$ cat src/rtl/cellrv32_xirq_filter_pkg.sv
// Shared constants and types for the XIRQ input filter: bus map and CTRL register layout.
package cellrv32_package;

  localparam logic [31:0] xirqf_base_c        = 32'hFFFFF700;
  localparam int unsigned xirqf_size_c        = 16;
  localparam logic [31:0] xirqf_ctrl_addr_c   = xirqf_base_c + 32'h0;
  localparam logic [31:0] xirqf_thresh_addr_c = xirqf_base_c + 32'h4;
  localparam logic [31:0] xirqf_level_addr_c  = xirqf_base_c + 32'h8;
  localparam logic [31:0] xirqf_change_addr_c = xirqf_base_c + 32'hC;

  // Prescaler counter must cover the largest period 2^7.
  localparam int unsigned xirqf_psc_w_c = 7;

  typedef struct packed {
    logic [2:0] psc;
    logic       en;
  } xirqf_ctrl_t;

endpackage

$ cat src/rtl/cellrv32_xirq_filter_if.sv
// Register bus between the CPU IO space and the XIRQ input filter.
interface cellrv32_xirq_filter_if;
  logic [31:0] addr_i;
  logic        rden_i;
  logic        wren_i;
  logic [31:0] data_i;
  logic [31:0] data_o;
  logic        ack_o;

  modport master (output addr_i, rden_i, wren_i, data_i, input data_o, ack_o);
  modport slave  (input addr_i, rden_i, wren_i, data_i, output data_o, ack_o);
endinterface

$ cat src/rtl/cellrv32_xirq_filter_ch.sv
// One filter channel: 2-FF synchronizer, debounce counter and filtered level.
module cellrv32_xirq_filter_ch #(
  parameter int unsigned CNT_W   = 8,
  parameter logic        RST_VAL = 1'b0
) (
  input  logic             clk_i,
  input  logic             rstn_i,
  input  logic             en_i,
  input  logic             tick_i,
  input  logic             clr_i,
  input  logic [CNT_W-1:0] thresh_i,
  input  logic             raw_i,
  output logic             filt_o,
  output logic             toggle_c
);

  logic             s1_q, s2_q, filt_q, filt_d;
  logic [CNT_W-1:0] cnt_q, cnt_d;

  // Debounce: a mismatch must persist for thresh_i ticks before the level follows.
  always_comb begin
    filt_d = filt_q;
    cnt_d  = cnt_q;
    if (!en_i) begin
      filt_d = s2_q;
      cnt_d  = '0;
    end else if (clr_i || (s2_q == filt_q)) begin
      cnt_d = '0;
    end else if (tick_i) begin
      if (cnt_q == (thresh_i - CNT_W'(1))) begin
        filt_d = s2_q;
        cnt_d  = '0;
      end else begin
        cnt_d = cnt_q + CNT_W'(1);
      end
    end
  end

  always_ff @(posedge clk_i) begin
    if (!rstn_i) begin
      s1_q   <= RST_VAL;
      s2_q   <= RST_VAL;
      filt_q <= RST_VAL;
      cnt_q  <= '0;
    end else begin
      s1_q   <= raw_i;
      s2_q   <= s1_q;
      filt_q <= filt_d;
      cnt_q  <= cnt_d;
    end
  end

  assign filt_o   = filt_q;
  assign toggle_c = filt_d ^ filt_q;

endmodule

$ cat src/rtl/cellrv32_xirq_filter.sv
// XIRQ input conditioner: bus registers, shared prescaler and per-channel debounce filters.
// Optional sticky CHANGE register is built when XIRQ_FILTER_CHANGE_EN is defined.
module cellrv32_xirq_filter
  import cellrv32_package::*;
#(
  parameter int unsigned NUM_CH       = 8,
  parameter int unsigned CNT_W        = 8,
  parameter logic [31:0] FILT_RST_VAL = '0
) (
  input  logic                         clk_i,
  input  logic                         rstn_i,
  cellrv32_xirq_filter_if.slave        bus,
  input  logic [31:0]                  xirq_raw_i,
  output logic [31:0]                  xirq_o
);

  xirqf_ctrl_t               ctrl_q;
  logic [CNT_W-1:0]          thresh_q;
  logic [xirqf_psc_w_c-1:0]  psc_cnt_q;
  logic [xirqf_psc_w_c-1:0]  psc_mask_c;
  logic [31:0]               data_q;
  logic                      ack_q;
  logic [31:0]               rdata_c;
  logic [31:0]               change_rd_c;
  logic [NUM_CH-1:0]         filt;
  logic [NUM_CH-1:0]         toggle;
  logic                      acc_en_c, wr_c, cfg_wr_c, tick_c;
  logic [1:0]                sel_c;
  logic                      unused_c;

  assign acc_en_c = (bus.addr_i[31:4] == xirqf_base_c[31:4]);
  assign sel_c    = bus.addr_i[3:2];
  assign wr_c     = acc_en_c & bus.wren_i;
  assign cfg_wr_c = wr_c & ((sel_c == 2'd0) | (sel_c == 2'd1));

  // Tick once every 2^PSC clocks; PSC=0 gives an all-zero mask, i.e. every clock.
  assign psc_mask_c = (xirqf_psc_w_c'(1) << ctrl_q.psc) - xirqf_psc_w_c'(1);
  assign tick_c     = ((psc_cnt_q & psc_mask_c) == psc_mask_c);

  for (genvar i = 0; i < NUM_CH; i++) begin : g_ch
    cellrv32_xirq_filter_ch #(
      .CNT_W   (CNT_W),
      .RST_VAL (FILT_RST_VAL[i])
    ) u_ch (
      .clk_i    (clk_i),
      .rstn_i   (rstn_i),
      .en_i     (ctrl_q.en),
      .tick_i   (tick_c),
      .clr_i    (cfg_wr_c),
      .thresh_i (thresh_q),
      .raw_i    (xirq_raw_i[i]),
      .filt_o   (filt[i]),
      .toggle_c (toggle[i])
    );
  end

  assign xirq_o = 32'(filt);

`ifdef XIRQ_FILTER_CHANGE_EN
  logic [NUM_CH-1:0] change_q;
  logic [NUM_CH-1:0] change_clr_c;

  assign change_clr_c = (wr_c && (sel_c == 2'd3)) ? bus.data_i[NUM_CH-1:0] : '0;

  // New toggles win over a simultaneous write-one-to-clear.
  always_ff @(posedge clk_i) begin
    if (!rstn_i) change_q <= '0;
    else         change_q <= (change_q & ~change_clr_c) | toggle;
  end

  assign change_rd_c = 32'(change_q);
`else
  assign change_rd_c = '0;
`endif

  always_comb begin
    rdata_c = '0;
    if (acc_en_c) begin
      case (sel_c)
        2'd0:    rdata_c = 32'(ctrl_q);
        2'd1:    rdata_c = 32'(thresh_q);
        2'd2:    rdata_c = xirq_o;
        default: rdata_c = change_rd_c;
      endcase
    end
  end

  always_ff @(posedge clk_i) begin
    if (!rstn_i) begin
      ctrl_q    <= '0;
      thresh_q  <= CNT_W'(1);
      psc_cnt_q <= '0;
      data_q    <= '0;
      ack_q     <= 1'b0;
    end else begin
      ack_q     <= acc_en_c & (bus.rden_i | bus.wren_i);
      psc_cnt_q <= cfg_wr_c ? '0 : psc_cnt_q + xirqf_psc_w_c'(1);
      if (bus.rden_i) data_q <= rdata_c;
      if (wr_c && (sel_c == 2'd0)) ctrl_q <= xirqf_ctrl_t'(bus.data_i[3:0]);
      // A zero threshold would underflow the compare; store the minimum instead.
      if (wr_c && (sel_c == 2'd1))
        thresh_q <= (bus.data_i[CNT_W-1:0] == '0) ? CNT_W'(1) : bus.data_i[CNT_W-1:0];
    end
  end

  assign bus.data_o = data_q;
  assign bus.ack_o  = ack_q;

  assign unused_c = ^{bus.addr_i[1:0], bus.data_i, toggle};

endmodule

$ cat src/flat_wrapper.sv
// flat-port wrapper written by rule: the top's interface ports become plain ports
module cellrv32_xirq_filter_flat import cellrv32_package::*;
#(
  parameter int unsigned NUM_CH       = 8,
  parameter int unsigned CNT_W        = 8,
  parameter logic [31:0] FILT_RST_VAL = '0
)
  (clk_i, rstn_i, xirq_raw_i, xirq_o, bus_addr_i, bus_rden_i, bus_wren_i, bus_data_i, bus_data_o, bus_ack_o);
  cellrv32_xirq_filter_if bus_i ();
  input  logic clk_i;
  input  logic rstn_i;
  input  logic [31:0] xirq_raw_i;
  output logic [31:0] xirq_o;
  input wire logic [$bits(bus_i.addr_i)-1:0] bus_addr_i;
  input wire logic [$bits(bus_i.rden_i)-1:0] bus_rden_i;
  input wire logic [$bits(bus_i.wren_i)-1:0] bus_wren_i;
  input wire logic [$bits(bus_i.data_i)-1:0] bus_data_i;
  output wire logic [$bits(bus_i.data_o)-1:0] bus_data_o;
  output wire logic [$bits(bus_i.ack_o)-1:0] bus_ack_o;
  assign bus_i.addr_i = bus_addr_i;
  assign bus_i.rden_i = bus_rden_i;
  assign bus_i.wren_i = bus_wren_i;
  assign bus_i.data_i = bus_data_i;
  assign bus_data_o = bus_i.data_o;
  assign bus_ack_o = bus_i.ack_o;
  cellrv32_xirq_filter #(.NUM_CH(NUM_CH), .CNT_W(CNT_W), .FILT_RST_VAL(FILT_RST_VAL)) u_core (.clk_i(clk_i), .rstn_i(rstn_i), .bus(bus_i), .xirq_raw_i(xirq_raw_i), .xirq_o(xirq_o));
endmodule
$ cat config.mk
export PLATFORM = sky130hd
export DESIGN_NAME = cellrv32_xirq_filter_flat
export DESIGN_NICKNAME = d
export VERILOG_FILES = /design/src/rtl/cellrv32_xirq_filter_pkg.sv /design/src/rtl/cellrv32_xirq_filter_if.sv /design/src/rtl/cellrv32_xirq_filter_ch.sv /design/src/rtl/cellrv32_xirq_filter.sv /design/src/flat_wrapper.sv
export SDC_FILE = /design/constraint.sdc
export NUM_CORES = 1
export LEC_CHECK = 0
export ABC_AREA = 1
export ABC_CLOCK_PERIOD_IN_PS = 2300
export CAP_MARGIN = 5
export CORE_ASPECT_RATIO = 1.1
export CORE_MARGIN = 5
export CORE_UTILIZATION = 24
export CTS_CLUSTER_SIZE = 14
export DETAILED_ROUTE_END_ITERATION = 8
export SETUP_SLACK_MARGIN = 0.02
export SYNTH_ARGS = -nofsm -noshare
export SYNTH_HDL_FRONTEND = slang
export SYNTH_SLANG_ARGS = --single-unit
$ cat constraint.sdc
create_clock -name clk_i -period 2.3 [get_ports clk_i]
set_input_delay 0.69 -clock clk_i [delete_from_list [all_inputs] [get_ports clk_i]]
set_output_delay 0.69 -clock clk_i [all_outputs]
set_load 0.01 [all_outputs]
==> summary.txt, run 1 <==
Floorplan
  • Die area: 32670 µm²
  • Die X: 172.8 µm
  • # IOs: 165
  • Num rows: 65
  • Starting Density: 0.2437
  • Die Span Y: 189.1 µm
  • Core area: 28710 µm²

GRT
  • First-pass GRT wire length: 30.51 mm
  • Total Routing Usage GR: 0.1140
  • Remaining Overflow, GRT: 0
  • Initial antenna violation count: 0
  • Vias in the first global route: 6224
  • Largest net degree at the start of global routing: 47

Yosys
  • Top_reg_cell synth: dfxtp_1
  • Average cell area after synthesis: 6.366 µm²
  • Post-synthesis async set-or-reset flop share: 0
  • Area of the mapped netlist: 6997 µm²
  • Seq/Total Area, Yosys: 0.3319
  • YS warnings: 0
  • Gate Count Post-Synth: 1099
  • EDFF count, synth: 0
  • Post-synthesis register bit count: 116
  • Distinct cells, synth: 32

Final layout
  • Area Overhead vs Synth: 29.02%
  • Most frequent cells in the layout: nand2_1 (277), nor2_1 (169), inv_1 (140)
  • Most common cell after layout, fill and taps aside: nand2_1
  • Layout cell share with drive strength beyond 1: 0.1162
  • N_diodes: 0
  • Nets@finish: 1319

CTS
  • Root buf cell: clkbuf_16
  • Max clock buf depth: 2
  • Reg clk slew, reported paths: 0.05 ns
  • Worst-Skew Late Latency: 0.42 ns
  • # clock sinks: 116
  • Cts hold-fix bufs: 0
  • Number of CTS-inserted buffers: 17
  • CTS tree: built
  • CTS H-tree depth: 4

Pwr
  • Register share of total power: 0.402
  • VDD IR max: 0.0004643 V
  • Psw: 1115 µW
  • Net Sw Frac: 0.2188
  • Tot Pwr: 5096 µW
  • Pwr per Cell Area: 564.5 nW/µm²
  • Clock power frac: 0.552
  • Leak Pwr: 0.004015 µW
  • Internal power: 3981 µW
  • Comb power frac: 0.046

Timing
  • Unrepaired setup endpoints after global routing: true
  • Final period utilization: 0.9361
  • Final hold vios: 0
  • Clock Skew: 0.009156 ns
  • Max-slew violation count: 0
  • Sum Neg Setup Slack: 0 ns
  • Endpoints failing setup: 0
  • F_max: 0.4645 GHz
  • Minimum clock period: 2.153 ns

Drt
  • DRC errors left: 0
  • Vias: 6802
  • Antenna Nets Post-Route: 0
  • Wire length per cell: 12.21 µm
  • Detailed Route Iter0 Violations: 411
  • Post-Route WL: 19.41 mm
  • DR vias/cell: 4.278
  • Pre-Repair DR Iteration Count: 7

Status
  • Status: completed

Placement
  • HPWL after DPL: 14.08 mm
  • Input/output buffers: 66
  • Placer's final routability congestion estimate: 0.8147

Setup path
  • Arrival time worst endpoint: 2.46 ns
  • WS Path Type: in -> reg
  • Startpoint Class: input port
  • Crit-path max FO: 6
  • Worst Path Required: 2.61 ns
  • Worst Setup End Kind: flip-flop

Hold path
  • Hold Crit Class: reg -> reg

Flow run
  • Max-Cap Viols: 0
## sequential cells by signal (all words and copies together) (netlist names), 4 cells and up
name                     cells
u_core.g_ch.u_ch.s1_q        8
u_core.g_ch.u_ch.s2_q        8
u_core.ctrl_q                4
u_core.bus.data_o            8
u_core.g_ch.u_ch.cnt_q      64
u_core.psc_cnt_q             7
u_core.g_ch.u_ch.filt_o      8
u_core.thresh_q              8
## Yosys cell counts, drive strengths merged (6+ instances only)
library cell	instances	area [µm²]
nand4	11	68.82
nand3	92	475.5
nor3	27	135.1
clkbuf	13	48.80
xnor2	6	52.55
and2	7	46.30
nand2	285	1085
a21oi	20	100.1
inv	143	536.8
buf	72	524.2
nor2	190	750.7
a211oi	6	45.04
o21ai	40	200.2
nor4	6	37.54
or2	6	37.54
xor2	37	324.1
dfxtp	116	2322
ha	10	125.1
## worst max-delay path, stage by stage
cell and delay, ns:
clkdlybuf4s50_1 0.45, inv_1 0.03, nor3_1 0.15, nand3_1 0.10, nor2_2 0.16, nand3_2 0.14
buf_4 0.19, nand2_1 0.08, inv_1 0.06, nand2_1 0.09, or2_1 0.15, buf_12 0.13
nor2_2 0.03
## area by class of cell
type | instances | area [µm²]
fillers | 3114 | 19680
multi-input cells | 801 | 3809
flip-flops and latches | 116 | 2325
repair buffers | 129 | 1267
inverters | 144 | 540.5
well taps | 368 | 460.4
clock buffers | 19 | 442.9
clock inverters | 13 | 182.7
## metrics by stage
stage          setup WS [ns]  instances  hold slack [ns]  utilization  instance area, µm²
2_1_floorplan        0.05299       1146           0.3905            -                7173
3_3_place_gp         -0.3563       1556           0.3929       0.2888                8292
3_5_place_dp         -0.3605       1556           0.3988       0.2888                8292
4_1_cts              0.07336       1588           0.4106       0.3106                8917
5_1_grt              0.01765       1590           0.4459       0.3144                9027
6_report              0.1470       1590           0.4064       0.3144                9027
## power by group through the flow
| stage | combinational [µW] | clock (µW) | sequential, µW |
|---|---|---|---|
| 3_3_place_gp | 233 | 0 | 2090 |
| 4_1_cts | 236 | 2860 | 2050 |
| 5_1_grt | 262 | 2960 | 2050 |
| 6_report | 237 | 2810 | 2050 |
| 3_5_place_dp | 235 | 0 | 2090 |
| 2_1_floorplan | 178 | 0 | 2090 |
## logic make-up (layout without fill, tap and decap cells)
group / Yosys count / count (layout) / share of synthesized area
adder cells (fa/ha/maj): 10 / 10 / 0.01788
AO/OA/AOI/OAI: 75 / 75 / 0.05883
AND/OR/NAND/NOR: 625 / 625 / 0.3779
buffers and inverters: 229 / 305 / 0.1592
XOR/XNOR: 43 / 43 / 0.05383
flip-flops: 116 / 116 / 0.3319
other: 1 / 48 / 0.0005360
## final timing paths
check	startpoint	to	slack (ns)	cells past startpoint
setup / recovery	bus_addr_i[10]	u_core.g_ch[5].u_ch.cnt_q[2]	0.15	13
hold / removal	u_core.g_ch[3].u_ch.s1_q	u_core.g_ch[3].u_ch.s2_q	0.41	2
setup reg to reg	u_core.thresh_q[1]	u_core.g_ch[5].u_ch.cnt_q[2]	0.19	15
hold reg to reg	u_core.g_ch[3].u_ch.s1_q	u_core.g_ch[3].u_ch.s2_q	0.41	2
## what timing repair did
| action | in CTS | in global routing |
|---|---|---|
| setup buffers | 0 | 1 |
| resized for setup | 0 | 24 |
| setup endpoints to repair | 0 | 66 |
## layer usage
metal	vias up	wire, µm	track usage
li1	3524	-	-
met1	3029	8032	0.1305
met5	-	0	0
met3	26	1498	0.03135
met2	223	9545	0.2052
met4	0	336	0.03719
Power figures use the tool's default switching activity.
==> run 2, diff against run 1 <==
SKIP_CTS_REPAIR_TIMING = 1   (was unset)
==> results of run 2 <==
Final layout, timing and power as in run 1 (identical DEF).
